===== config.mk =====
export PLATFORM = sky130hd
export DESIGN_NAME = poly_mul_seq_ctrl_flat
export DESIGN_NICKNAME = d
export VERILOG_FILES = /design/src/rtl/scabbard_ctrl_pkg.sv /design/src/rtl/poly_mul_seq_ctrl_if.sv /design/src/rtl/poly_idx_gen.sv /design/src/rtl/poly_mul_seq_ctrl.sv /design/src/flat_wrapper.sv
export SDC_FILE = /design/constraint.sdc
export NUM_CORES = 1
export LEC_CHECK = 0
export ABC_AREA = 1
export CAP_MARGIN = 25
export CORE_ASPECT_RATIO = 0.75
export CORE_MARGIN = 2
export CORE_UTILIZATION = 40
export CTS_BUF_LIST = sky130_fd_sc_hd__clkbuf_16
export CTS_CLUSTER_SIZE = 30
export DETAILED_ROUTE_END_ITERATION = 7
export GPL_TIMING_DRIVEN = 0
export PLACE_DENSITY_LB_ADDON = 0.2
export SYNTH_ARGS = -nofsm -noshare
export SYNTH_HDL_FRONTEND = slang
export SYNTH_SLANG_ARGS = --single-unit

===== constraint.sdc =====
create_clock -name clk -period 4 [get_ports clk]
set_input_delay 0.8 -clock clk [delete_from_list [all_inputs] [get_ports clk]]
set_output_delay 0.8 -clock clk [all_outputs]
set_load 0.005 [all_outputs]

===== src/rtl/scabbard_ctrl_pkg.sv =====
// Shared definitions for the polynomial-multiplier sequencer:
// command mode encodings, FSM state encodings and a width helper.
package scabbard_ctrl_pkg;

    localparam logic [1:0] MODE_MV   = 2'd0;
    localparam logic [1:0] MODE_MVT  = 2'd1;
    localparam logic [1:0] MODE_IP   = 2'd2;
    localparam logic [1:0] MODE_RSVD = 2'd3;

    localparam logic [2:0] ST_IDLE      = 3'd0;
    localparam logic [2:0] ST_MUL_ISSUE = 3'd1;
    localparam logic [2:0] ST_MUL_WAIT  = 3'd2;
    localparam logic [2:0] ST_WB_ISSUE  = 3'd3;
    localparam logic [2:0] ST_WB_WAIT   = 3'd4;

    // Ceiling log2, used to confirm IDX_W can address L*L polynomials.
    function automatic int clog2(input int value);
        int res;
        res = 0;
        for (int v = value - 1; v > 0; v = v >> 1) begin
            res = res + 1;
        end
        return res;
    endfunction

endpackage


===== src/rtl/poly_mul_seq_ctrl_if.sv =====
// Command handshake and multiplier control bus of the sequencer.
// slave is the sequencer's view; master is the host/multiplier side.
interface poly_mul_seq_ctrl_if #(
    parameter int IDX_W = 4
);
    logic             cmd_valid;
    logic [1:0]       cmd_mode;
    logic             cmd_ready;
    logic             busy;
    logic             done;
    logic             err;
    logic             mul_start;
    logic             mul_wb;
    logic             mul_done;
    logic [IDX_W-1:0] a_idx;
    logic [IDX_W-1:0] s_idx;
    logic [IDX_W-1:0] res_idx;

    modport slave (
        input  cmd_valid, cmd_mode, mul_done,
        output cmd_ready, busy, done, err, mul_start, mul_wb,
        output a_idx, s_idx, res_idx
    );

    modport master (
        output cmd_valid, cmd_mode, mul_done,
        input  cmd_ready, busy, done, err, mul_start, mul_wb,
        input  a_idx, s_idx, res_idx
    );
endinterface


===== src/rtl/poly_idx_gen.sv =====
// Row/column counters of the sequencer and the mapping from (i, j)
// to operand and result polynomial indices. Index outputs are
// registered and only move when a counter control is asserted, so
// they stay stable across a whole multiplier operation.
module poly_idx_gen
    import scabbard_ctrl_pkg::*;
#(
    parameter int L     = 3,
    parameter int IDX_W = 4
) (
    input  logic             clk,
    input  logic             resetn,
    input  logic             clr,
    input  logic             inc_i,
    input  logic             inc_j,
    input  logic [1:0]       mode,
    output logic [IDX_W-1:0] a_idx,
    output logic [IDX_W-1:0] s_idx,
    output logic [IDX_W-1:0] res_idx,
    output logic             i_last,
    output logic             j_last
);

    localparam logic [IDX_W-1:0] L_W = IDX_W'(L);

    logic [IDX_W-1:0] i_cnt;
    logic [IDX_W-1:0] j_cnt;
    logic [IDX_W-1:0] i_nxt;
    logic [IDX_W-1:0] j_nxt;
    logic [IDX_W-1:0] a_nxt;

    // Next row/column: clear wins, a row step restarts the column.
    always_comb begin
        i_nxt = i_cnt;
        j_nxt = j_cnt;
        if (clr) begin
            i_nxt = '0;
            j_nxt = '0;
        end else if (inc_i) begin
            i_nxt = i_cnt + 1'b1;
            j_nxt = '0;
        end else if (inc_j) begin
            j_nxt = j_cnt + 1'b1;
        end
    end

    // Matrix/vector operand index: row-major, column-major or vector.
    always_comb begin
        case (mode)
            MODE_MV:  a_nxt = i_nxt * L_W + j_nxt;
            MODE_MVT: a_nxt = j_nxt * L_W + i_nxt;
            default:  a_nxt = j_nxt;
        endcase
    end

    // Counter and index registers, updated only on a counter step.
    always_ff @(posedge clk or negedge resetn) begin
        if (!resetn) begin
            i_cnt   <= '0;
            j_cnt   <= '0;
            a_idx   <= '0;
            s_idx   <= '0;
            res_idx <= '0;
        end else if (clr || inc_i || inc_j) begin
            i_cnt   <= i_nxt;
            j_cnt   <= j_nxt;
            a_idx   <= a_nxt;
            s_idx   <= j_nxt;
            res_idx <= i_nxt;
        end
    end

    assign j_last = (j_cnt == L_W - 1'b1);
    assign i_last = (mode == MODE_IP) ? (i_cnt == '0) : (i_cnt == L_W - 1'b1);

endmodule


===== src/rtl/poly_mul_seq_ctrl.sv =====
// Sequencer for the schoolbook polynomial multiplier: expands one
// matrix-vector, transposed matrix-vector or inner-product command into
// start (multiply-accumulate) and write-back pulses, with a watchdog on
// every multiplier wait. All outputs are registered.
module poly_mul_seq_ctrl
    import scabbard_ctrl_pkg::*;
#(
    parameter int L     = 3,
    parameter int IDX_W = 4,
    parameter int TO_W  = 10
) (
    input  logic                clk,
    input  logic                resetn,
    poly_mul_seq_ctrl_if.slave  bus
);

    if (IDX_W < clog2(L * L)) begin : g_idx_w_check
        $error("poly_mul_seq_ctrl: IDX_W too narrow for L*L polynomials");
    end
    if (L < 1 || L > 4) begin : g_rank_check
        $error("poly_mul_seq_ctrl: L must be in 1..4");
    end

    localparam logic [TO_W-1:0] WD_MAX = '1;

    logic [2:0]      state;
    logic [2:0]      state_nxt;
    logic [1:0]      mode_q;
    logic [1:0]      mode_sel;
    logic [TO_W-1:0] wd_cnt;
    logic            in_wait;
    logic            wd_expired;
    logic            done_nxt;
    logic            err_nxt;
    logic            idx_clr;
    logic            inc_i;
    logic            inc_j;
    logic            i_last;
    logic            j_last;
    logic            cmd_ready_q;
    logic            busy_q;
    logic            done_q;
    logic            err_q;
    logic            start_q;
    logic            wb_q;

    assign in_wait    = (state == ST_MUL_WAIT) || (state == ST_WB_WAIT);
    assign wd_expired = in_wait && (wd_cnt == WD_MAX);
    // While idle the incoming mode drives the index mapping for the accept.
    assign mode_sel   = (state == ST_IDLE) ? bus.cmd_mode : mode_q;

    poly_idx_gen #(
        .L     (L),
        .IDX_W (IDX_W)
    ) u_idx_gen (
        .clk     (clk),
        .resetn  (resetn),
        .clr     (idx_clr),
        .inc_i   (inc_i),
        .inc_j   (inc_j),
        .mode    (mode_sel),
        .a_idx   (bus.a_idx),
        .s_idx   (bus.s_idx),
        .res_idx (bus.res_idx),
        .i_last  (i_last),
        .j_last  (j_last)
    );

    // Next-state decode; mul_done takes priority over a watchdog expiry.
    always_comb begin
        state_nxt = state;
        done_nxt  = 1'b0;
        err_nxt   = 1'b0;
        idx_clr   = 1'b0;
        inc_i     = 1'b0;
        inc_j     = 1'b0;
        case (state)
            ST_IDLE: begin
                if (bus.cmd_valid) begin
                    if (bus.cmd_mode == MODE_RSVD) begin
                        err_nxt = 1'b1;
                    end else begin
                        state_nxt = ST_MUL_ISSUE;
                        idx_clr   = 1'b1;
                    end
                end
            end
            ST_MUL_ISSUE: state_nxt = ST_MUL_WAIT;
            ST_MUL_WAIT: begin
                if (bus.mul_done) begin
                    if (j_last) begin
                        state_nxt = ST_WB_ISSUE;
                    end else begin
                        state_nxt = ST_MUL_ISSUE;
                        inc_j     = 1'b1;
                    end
                end else if (wd_expired) begin
                    state_nxt = ST_IDLE;
                    err_nxt   = 1'b1;
                end
            end
            ST_WB_ISSUE: state_nxt = ST_WB_WAIT;
            ST_WB_WAIT: begin
                if (bus.mul_done) begin
                    if (i_last) begin
                        state_nxt = ST_IDLE;
                        done_nxt  = 1'b1;
                    end else begin
                        state_nxt = ST_MUL_ISSUE;
                        inc_i     = 1'b1;
                    end
                end else if (wd_expired) begin
                    state_nxt = ST_IDLE;
                    err_nxt   = 1'b1;
                end
            end
            default: state_nxt = ST_IDLE;
        endcase
    end

    // State, latched mode and registered outputs derived from the next state.
    always_ff @(posedge clk or negedge resetn) begin
        if (!resetn) begin
            state       <= ST_IDLE;
            mode_q      <= MODE_MV;
            cmd_ready_q <= 1'b1;
            busy_q      <= 1'b0;
            done_q      <= 1'b0;
            err_q       <= 1'b0;
            start_q     <= 1'b0;
            wb_q        <= 1'b0;
        end else begin
            state       <= state_nxt;
            cmd_ready_q <= (state_nxt == ST_IDLE);
            busy_q      <= (state_nxt != ST_IDLE);
            start_q     <= (state_nxt == ST_MUL_ISSUE);
            wb_q        <= (state_nxt == ST_WB_ISSUE);
            done_q      <= done_nxt;
            err_q       <= err_nxt;
            if (idx_clr) begin
                mode_q <= bus.cmd_mode;
            end
        end
    end

    // Watchdog: counts consecutive wait cycles, restarts on any state change.
    always_ff @(posedge clk or negedge resetn) begin
        if (!resetn) begin
            wd_cnt <= '0;
        end else if (in_wait && (state_nxt == state)) begin
            wd_cnt <= wd_cnt + 1'b1;
        end else begin
            wd_cnt <= '0;
        end
    end

    assign bus.cmd_ready = cmd_ready_q;
    assign bus.busy      = busy_q;
    assign bus.done      = done_q;
    assign bus.err       = err_q;
    assign bus.mul_start = start_q;
    assign bus.mul_wb    = wb_q;

endmodule


===== src/flat_wrapper.sv =====
// flat-port wrapper written by rule: the top's interface ports become plain ports
module poly_mul_seq_ctrl_flat import scabbard_ctrl_pkg::*;
#(
    parameter int L     = 3,
    parameter int IDX_W = 4,
    parameter int TO_W  = 10
)
  (clk, resetn, bus_cmd_valid, bus_cmd_mode, bus_mul_done, bus_cmd_ready, bus_busy, bus_done, bus_err, bus_mul_start, bus_mul_wb, bus_a_idx, bus_s_idx, bus_res_idx);
  poly_mul_seq_ctrl_if #(.IDX_W(IDX_W)) bus_i ();
  input  logic clk;
  input  logic resetn;
  input wire logic [$bits(bus_i.cmd_valid)-1:0] bus_cmd_valid;
  input wire logic [$bits(bus_i.cmd_mode)-1:0] bus_cmd_mode;
  input wire logic [$bits(bus_i.mul_done)-1:0] bus_mul_done;
  output wire logic [$bits(bus_i.cmd_ready)-1:0] bus_cmd_ready;
  output wire logic [$bits(bus_i.busy)-1:0] bus_busy;
  output wire logic [$bits(bus_i.done)-1:0] bus_done;
  output wire logic [$bits(bus_i.err)-1:0] bus_err;
  output wire logic [$bits(bus_i.mul_start)-1:0] bus_mul_start;
  output wire logic [$bits(bus_i.mul_wb)-1:0] bus_mul_wb;
  output wire logic [$bits(bus_i.a_idx)-1:0] bus_a_idx;
  output wire logic [$bits(bus_i.s_idx)-1:0] bus_s_idx;
  output wire logic [$bits(bus_i.res_idx)-1:0] bus_res_idx;
  assign bus_i.cmd_valid = bus_cmd_valid;
  assign bus_i.cmd_mode = bus_cmd_mode;
  assign bus_i.mul_done = bus_mul_done;
  assign bus_cmd_ready = bus_i.cmd_ready;
  assign bus_busy = bus_i.busy;
  assign bus_done = bus_i.done;
  assign bus_err = bus_i.err;
  assign bus_mul_start = bus_i.mul_start;
  assign bus_mul_wb = bus_i.mul_wb;
  assign bus_a_idx = bus_i.a_idx;
  assign bus_s_idx = bus_i.s_idx;
  assign bus_res_idx = bus_i.res_idx;
  poly_mul_seq_ctrl #(.L(L), .IDX_W(IDX_W), .TO_W(TO_W)) u_core (.clk(clk), .resetn(resetn), .bus(bus_i));
endmodule

Word-level counts from Yosys, hierarchy flattened
Cells that the tools add are included.
{ "word_totals": {"register_bits": 33, "inputBits": 6, "wordCells": 77} }
{ "classes": {"add_sub_neg": 5, "multipliers": 2, "eq_ne": 13, "mux": 34, "n_reduce_logical": 11} }
{ "ops": {"columns": ["op", "n"], "rows": [
  ["two-way mux 4 bit", 5],
  ["two-way mux 1 bit", 18],
  ["two-way mux 3 bit", 5],
  ["case mux 3 bit (5 select lines)", 1],
  ["adder 10 x 1 -> 10 bit, second input constant", 1],
  ["== test 10 bit, second input constant", 1],
  ["two-way mux 10 bit", 1],
  ["== test 3 x 2 -> 1 bit, second input constant", 3],
  ["adder 4 x 1 -> 4 bit, second input constant", 2],
  ["adder 4 bit", 2],
  ["== test 4 x 2 -> 1 bit, second input constant", 2],
  ["multiplier 4 x 2 -> 4 bit, second input constant", 2],
  ["case mux 4 bit (2 select lines)", 1],
  ["== test 3 x 1 -> 1 bit, second input constant", 2],
  ["zero test 3 bit", 2],
  ["== test 2 bit, second input constant", 2],
  ["zero test 4 bit", 1],
  ["two-way mux 2 bit", 2],
  ["== test 3 bit", 1],
  ["== test 3 bit, second input constant", 1],
  ["logical OR 1 bit", 3],
  ["nonzero test 3 bit", 1],
  ["== test 2 x 1 -> 1 bit, second input constant", 1],
  ["logical AND 1 bit", 2],
  ["other kinds (3)", 3]
]} }

Depth between registers and ports, before layout
{ "depth": {"ltp_word": 12, "depth_mapped": 25, "depth_no_buf": 25} }

By module
A second synthesis with hierarchy kept.
{ "unflattened": {"hier_cells": 264, "area_unflattened_um2": 2215.9} }
{ "modules_own_cells": {"columns": ["module", "instances", "cells_per_inst", "area_each_um2", "seq_area_each_um2"], "rows": [
  ["poly_mul_seq_ctrl", 1, 116, 1134.8, 526.8],
  ["poly_idx_gen", 1, 148, 1081.0, 300.3]
]} }

Least setup slack after synthesis
OpenSTA, ideal clock, no wires.
{ "synth_path": {"path_type": "input to register", "from": "input port bus_mul_done", "to": "register u_core.u_idx_gen.a_idx[3]", "setup_time_ps": 73, "arrival_time_ps": 3419, "required_time_ps": 3927, "setup_slack_ps": 508, "cell_stages": 19, "path_cell_list": "buf_2 nand2_1 nor2_1 inv_1 o21ai_0 inv_1 nor2_1 inv_1 fa_1 fa_1 xnor2_1 inv_1 nand2_1 nand2_1 nand2_1 nand3_1 nand2_1 inv_1 a21oi_2"} }
{ "synth_via": {"elab_chain_len": 8, "word_cells_on_any_way": 16} }
{ "synth_rtl": {"columns": ["element", "line", "source"], "rows": [
  ["start: declaration", "flat_wrapper.sv:14", "input wire logic [$bits(bus_i.mul_done)-1:0] bus_mul_done;"],
  ["two-way mux 1 bit", "poly_mul_seq_ctrl.sv:90", "if (bus.mul_done) begin"],
  ["two-way mux 1 bit", "poly_mul_seq_ctrl.sv:77", "case (state)"],
  ["two-way mux 4 bit", "poly_idx_gen.sv:42", "end else if (inc_j) begin"],
  ["two-way mux 4 bit (*)", "poly_idx_gen.sv:39", "end else if (inc_i) begin"],
  ["two-way mux 4 bit (*)", "poly_idx_gen.sv:36", "if (clr) begin"],
  ["named net u_core.u_idx_gen.j_nxt[1]", "poly_idx_gen.sv:29", "logic [IDX_W-1:0] j_nxt;"],
  ["multiplier 4 x 2 -> 4 bit", "poly_idx_gen.sv:51", "MODE_MVT: a_nxt = j_nxt * L_W + i_nxt;"],
  ["adder 4 bit", "poly_idx_gen.sv:51", null],
  ["case mux 4 bit (2 select lines) (*)", "poly_idx_gen.sv:49", "case (mode)"],
  ["end signal: assignment", "poly_idx_gen.sv:67", "a_idx <= a_nxt;"],
  ["end: declaration", "poly_idx_gen.sv:17", "output logic [IDX_W-1:0] a_idx,"]
]} }
Mark *: on every way through the listed nets, which the timed path passes. The rest lies on a longest branch.
A chain may end at the register's enable or synchronous reset.

Final worst setup path
{ "layout_path": {"from": "input port bus_cmd_mode[0]", "to": "register u_core.u_idx_gen.a_idx[3]"} }
{ "layout_via": {"elab_chain_len": 11, "word_cells_on_any_way": 23} }
{ "layout_rtl": {"columns": ["element", "line", "source"], "rows": [
  ["start: declaration", "flat_wrapper.sv:13", "input wire logic [$bits(bus_i.cmd_mode)-1:0] bus_cmd_mode;"],
  ["two-way mux 2 bit", "poly_mul_seq_ctrl.sv:50", "assign mode_sel = (state == ST_IDLE) ? bus.cmd_mode : mode_q;"],
  ["== test 2 bit", "poly_idx_gen.sv:74", "assign i_last = (mode == MODE_IP) ? (i_cnt == '0) : (i_cnt == L_W - 1'b1);"],
  ["two-way mux 1 bit", "poly_idx_gen.sv:74", null],
  ["two-way mux 1 bit", "poly_mul_seq_ctrl.sv:105", "if (i_last) begin"],
  ["two-way mux 1 bit", "poly_mul_seq_ctrl.sv:104", "if (bus.mul_done) begin"],
  ["two-way mux 1 bit", "poly_mul_seq_ctrl.sv:77", null],
  ["two-way mux 4 bit", "poly_idx_gen.sv:39", null],
  ["two-way mux 4 bit (*)", "poly_idx_gen.sv:36", null],
  ["named net u_core.u_idx_gen.j_nxt[0]", "poly_idx_gen.sv:29", null],
  ["multiplier 4 x 2 -> 4 bit", "poly_idx_gen.sv:51", null],
  ["adder 4 bit", "poly_idx_gen.sv:51", null],
  ["case mux 4 bit (2 select lines) (*)", "poly_idx_gen.sv:49", null]
]} }
Marked as above.

==> flow_metrics.py <==
metrics = {
    "grt": {
        "grt_max_degree": 34,
        "grt-ovfl-total": 0,
        "grt_pass1_vias": 1616,
        "grt.total_usage_pct": 16.8,
        "antenna_found_initial": 0,
        "grt_pass1_wl_um": 7620,
    },
    "clock_network": {
        "cts_tree": "built",
        "clock_latency_ns": 0.28,
        "h-tree-depth": 2,
        "clk_pin_slew_ns": 0.06,
        "cts_buffers": 5,
        "clk_path_buf_depth": 2,
        "root_buffer": "clkbuf_16",
        "cts.sinks": 33,
        "hold_buffers": 0,
    },
    "detailed_routing": {
        "wl_per_cell_um": 11.5,
        "drt-vias-per-instance": 4.61,
        "drc": 0,
        "drtAntennaViolNets": 0,
        "drt_iter0_drc": 82,
        "via_count": 1787,
        "firstDrtPassIters": 4,
        "wl_um": 4480,
    },
    "outcome": {
        "status": "finished clean",
    },
    "timing": {
        "slew_headroom_pct": 49.8,
        "period_minus_slack_ns": 3.79,
        "period_share_pct": 94.8,
        "final_max_slew_viol_count": 0,
        "finalSetupViolCount": 0,
        "timing_hold_violations_final": 0,
        "worstMarginPinSlew_ns": 0.753,
        "fin_skew_ns": 0.00599,
        "tns_ns": 0,
        "fmax_mhz": 264,
        "fin_ws_ns": 0.206,
    },
    "critical_path": {
        "path_buf_inv": 5,
        "timing.rr.end": "u_core.u_idx_gen.a_idx[3]",
        "crit_family": "simple AND/OR/NAND/NOR gates",
        "worstSetupPathType": "primary input to register",
        "cpMostUsedCell": "nand2_1",
        "slowest_stage": "fa_1",
        "reg2reg_slack_ns": 0.52,
        "r2r-start": "u_core.u_idx_gen.j_cnt[0]",
        "reg2reg_depth": 21,
        "critPathMaxStageDelay_ns": 0.51,
        "cp_max_fo": 6,
        "worstPathCellList": "clkdlybuf4s50_1 -> nand3b_1 -> nand2_2 -> nand2_1 -> nand2_2 -> nand2_4 -> nand3_4 -> nand2_4 -> a21oi_1 -> o21ai_1 -> inv_2 -> fa_1 -> ha_1 -> inv_1 -> fa_2 -> xnor2_2 -> inv_1 -> nand2_1 -> nand2_1 -> nand2_1 -> nand3_1 -> nand2_1 -> inv_1 -> a21oi_2",
        "start_kind": "primary input",
        "cp_data_arrival_time_ns": 4.01,
        "end_kind": "register",
        "cp_data_required_time_ns": 4.21,
    },
    "synthesis": {
        "syn_nets": 293,
        "synthDistinctLibCells": 30,
        "synthFlopType": "dfrtp_1",
        "async_reset_ff_share_pct": 100,
        "synth_cells": 272,
        "ys_seq_elements": 33,
        "syn_avg_cell_area_um2": 7.94,
        "synth_area_um2": 2160,
        "synth_edf_count": 0,
        "yosys_warnings": 0,
        "yosysSeqAreaShare_pct": 38.3,
    },
    "cells_and_area": {
        "layout_commonest_cell": "nand2_1",
        "layout_common_cells": "55 x nand2_1, 41 x inv_1, 32 x dfrtp_1",
        "num-nets-final": 333,
        "final_util_pct": 51.6,
        "final_layout_size_suffix_gt1_share_pct": 17.9,
        "num_antenna_cells": 0,
        "syn_to_final_growth_pct": 25.9,
        "fillers": 518,
    },
    "placement": {
        "hpwl_um": 3300,
        "gp_congestion": 0.795,
        "pre_cts_ws_ns": -0.252,
        "portBuffers": 22,
    },
    "floorplanning": {
        "rows": 23,
        "dieWidth_um": 88.8,
        "start_util_pct": 41.0,
        "die_area_um2": 6010,
        "io_pins": 24,
        "core_area_um2": 5270,
        "die_h_um": 67.6,
    },
    "power_and_ir_drop": {
        "vdd_ir_drop_max_v": 0.000317,
        "p_per_area_nw_per_um2": 688,
        "p_leak_nw": 1.34,
    },
    "hold_path": {
        "min_to": "u_core.wd_cnt[0]",
        "min_from": "u_core.wd_cnt[0]",
        "min_path_cells": 1,
        "hold_path_class": "register to register",
    },
    "job": {
        "drv_cap": 0,
    },
}
-- worst max-delay path by stage --
stage | from | end | cells after the start
floorplan | bus_mul_done | u_core.u_idx_gen.a_idx[3] | 19
detailed placement | bus_cmd_mode[0] | u_core.u_idx_gen.a_idx[3] | 24
global placement | bus_cmd_mode[1] | u_core.u_idx_gen.a_idx[3] | 23
finish | bus_cmd_mode[0] | u_core.u_idx_gen.a_idx[3] | 24
CTS | bus_cmd_mode[0] | u_core.u_idx_gen.a_idx[3] | 23
global route | bus_cmd_mode[0] | u_core.u_idx_gen.a_idx[3] | 24
-- layout make-up --
class	instances	area, µm²	area share (%)
buffer	1	5.00	0.184
clock buffer	5	125	4.61
clock inverter	3	12.5	0.461
inverter	48	180	6.63
multi-input combinational	190	1170	43.0
sequential	33	827	30.4
tap	75	93.8	3.45
timing repair buffer	33	304	11.2
-- routing by layer --
metal | global-route usage [%] | share of wire [%] | vias up
li1 | - | - | 936
met1 | 24.7 | 53 | 813
met2 | 23.6 | 41 | 31
met3 | 4.16 | 4.2 | 7
met4 | 6.06 | 1.4 | 0
met5 | 0 | 0 | -
-- logic make-up (layout without fill, tap and decap cells) --
logic type               count (synthesis)  after routing  synth area share, %
adder cells (fa/ha/maj)                 15             15                 10.1
AND/OR/NAND/NOR                        144            144                 33.2
buffers and inverters                   49             90                 8.58
XOR/XNOR                                10             10                 4.06
AO/OA/AOI/OAI                           21             21                 5.80
flip-flops                              33             33                 38.3
-- synthesized netlist by cell type (all sizes together), types with 3 or more instances --
library cell / n / share of area [%]
nor3: 6 / 1.4
nand3: 28 / 7.8
nor2: 34 / 7.4
fa: 4 / 3.7
ha: 11 / 6.4
inv: 48 / 8.3
dfrtp: 32 / 37
nor3b: 3 / 1.0
o21ai: 7 / 1.6
nand2: 67 / 14
nand4: 4 / 1.2
a21oi: 10 / 2.5
xor2: 5 / 2.0
xnor2: 5 / 2.0
-- sequential cells by signal (all words and copies together), names as in the netlist --
signal	count
u_core.bus.busy	1
u_core.wd_cnt	10
u_core.bus.mul_start	1
u_core.bus.err	1
u_core.u_idx_gen.i_cnt	4
u_core.bus.cmd_ready	1
u_core.bus.done	1
u_core.mode_q	2
u_core.u_idx_gen.a_idx	4
u_core.u_idx_gen.j_cnt	4
u_core.bus.mul_wb	1
u_core.state	3
-- where the power goes --
part | internal [mW] | switching, mW | total (mW)
Combinational | 0.441 | 0.561 | 1.00
Sequential | 0.430 | 0.0695 | 0.499
Clock | 0.225 | 0.143 | 0.368
Total | 1.10 | 0.774 | 1.87
-- repair_timing --
item / in CTS / in global routing
gates resized for setup: 0 / 10
endpoints found under the hold margin: 0 / 0
endpoints found under the setup margin: 0 / 1
buffers inserted: 0 / 11
-- per-stage QoR --
step	total power [mW]	std cells	area (µm²)	hold slack [ns]
global route	2.04	388	2720	0.474
detailed placement	1.40	369	2470	0.458
finish	1.87	388	2720	0.468
global placement	1.39	369	2470	0.460
floorplan	1.12	272	2160	0.433
CTS	1.77	377	2610	0.465
(Power assumes the default switching activity.)
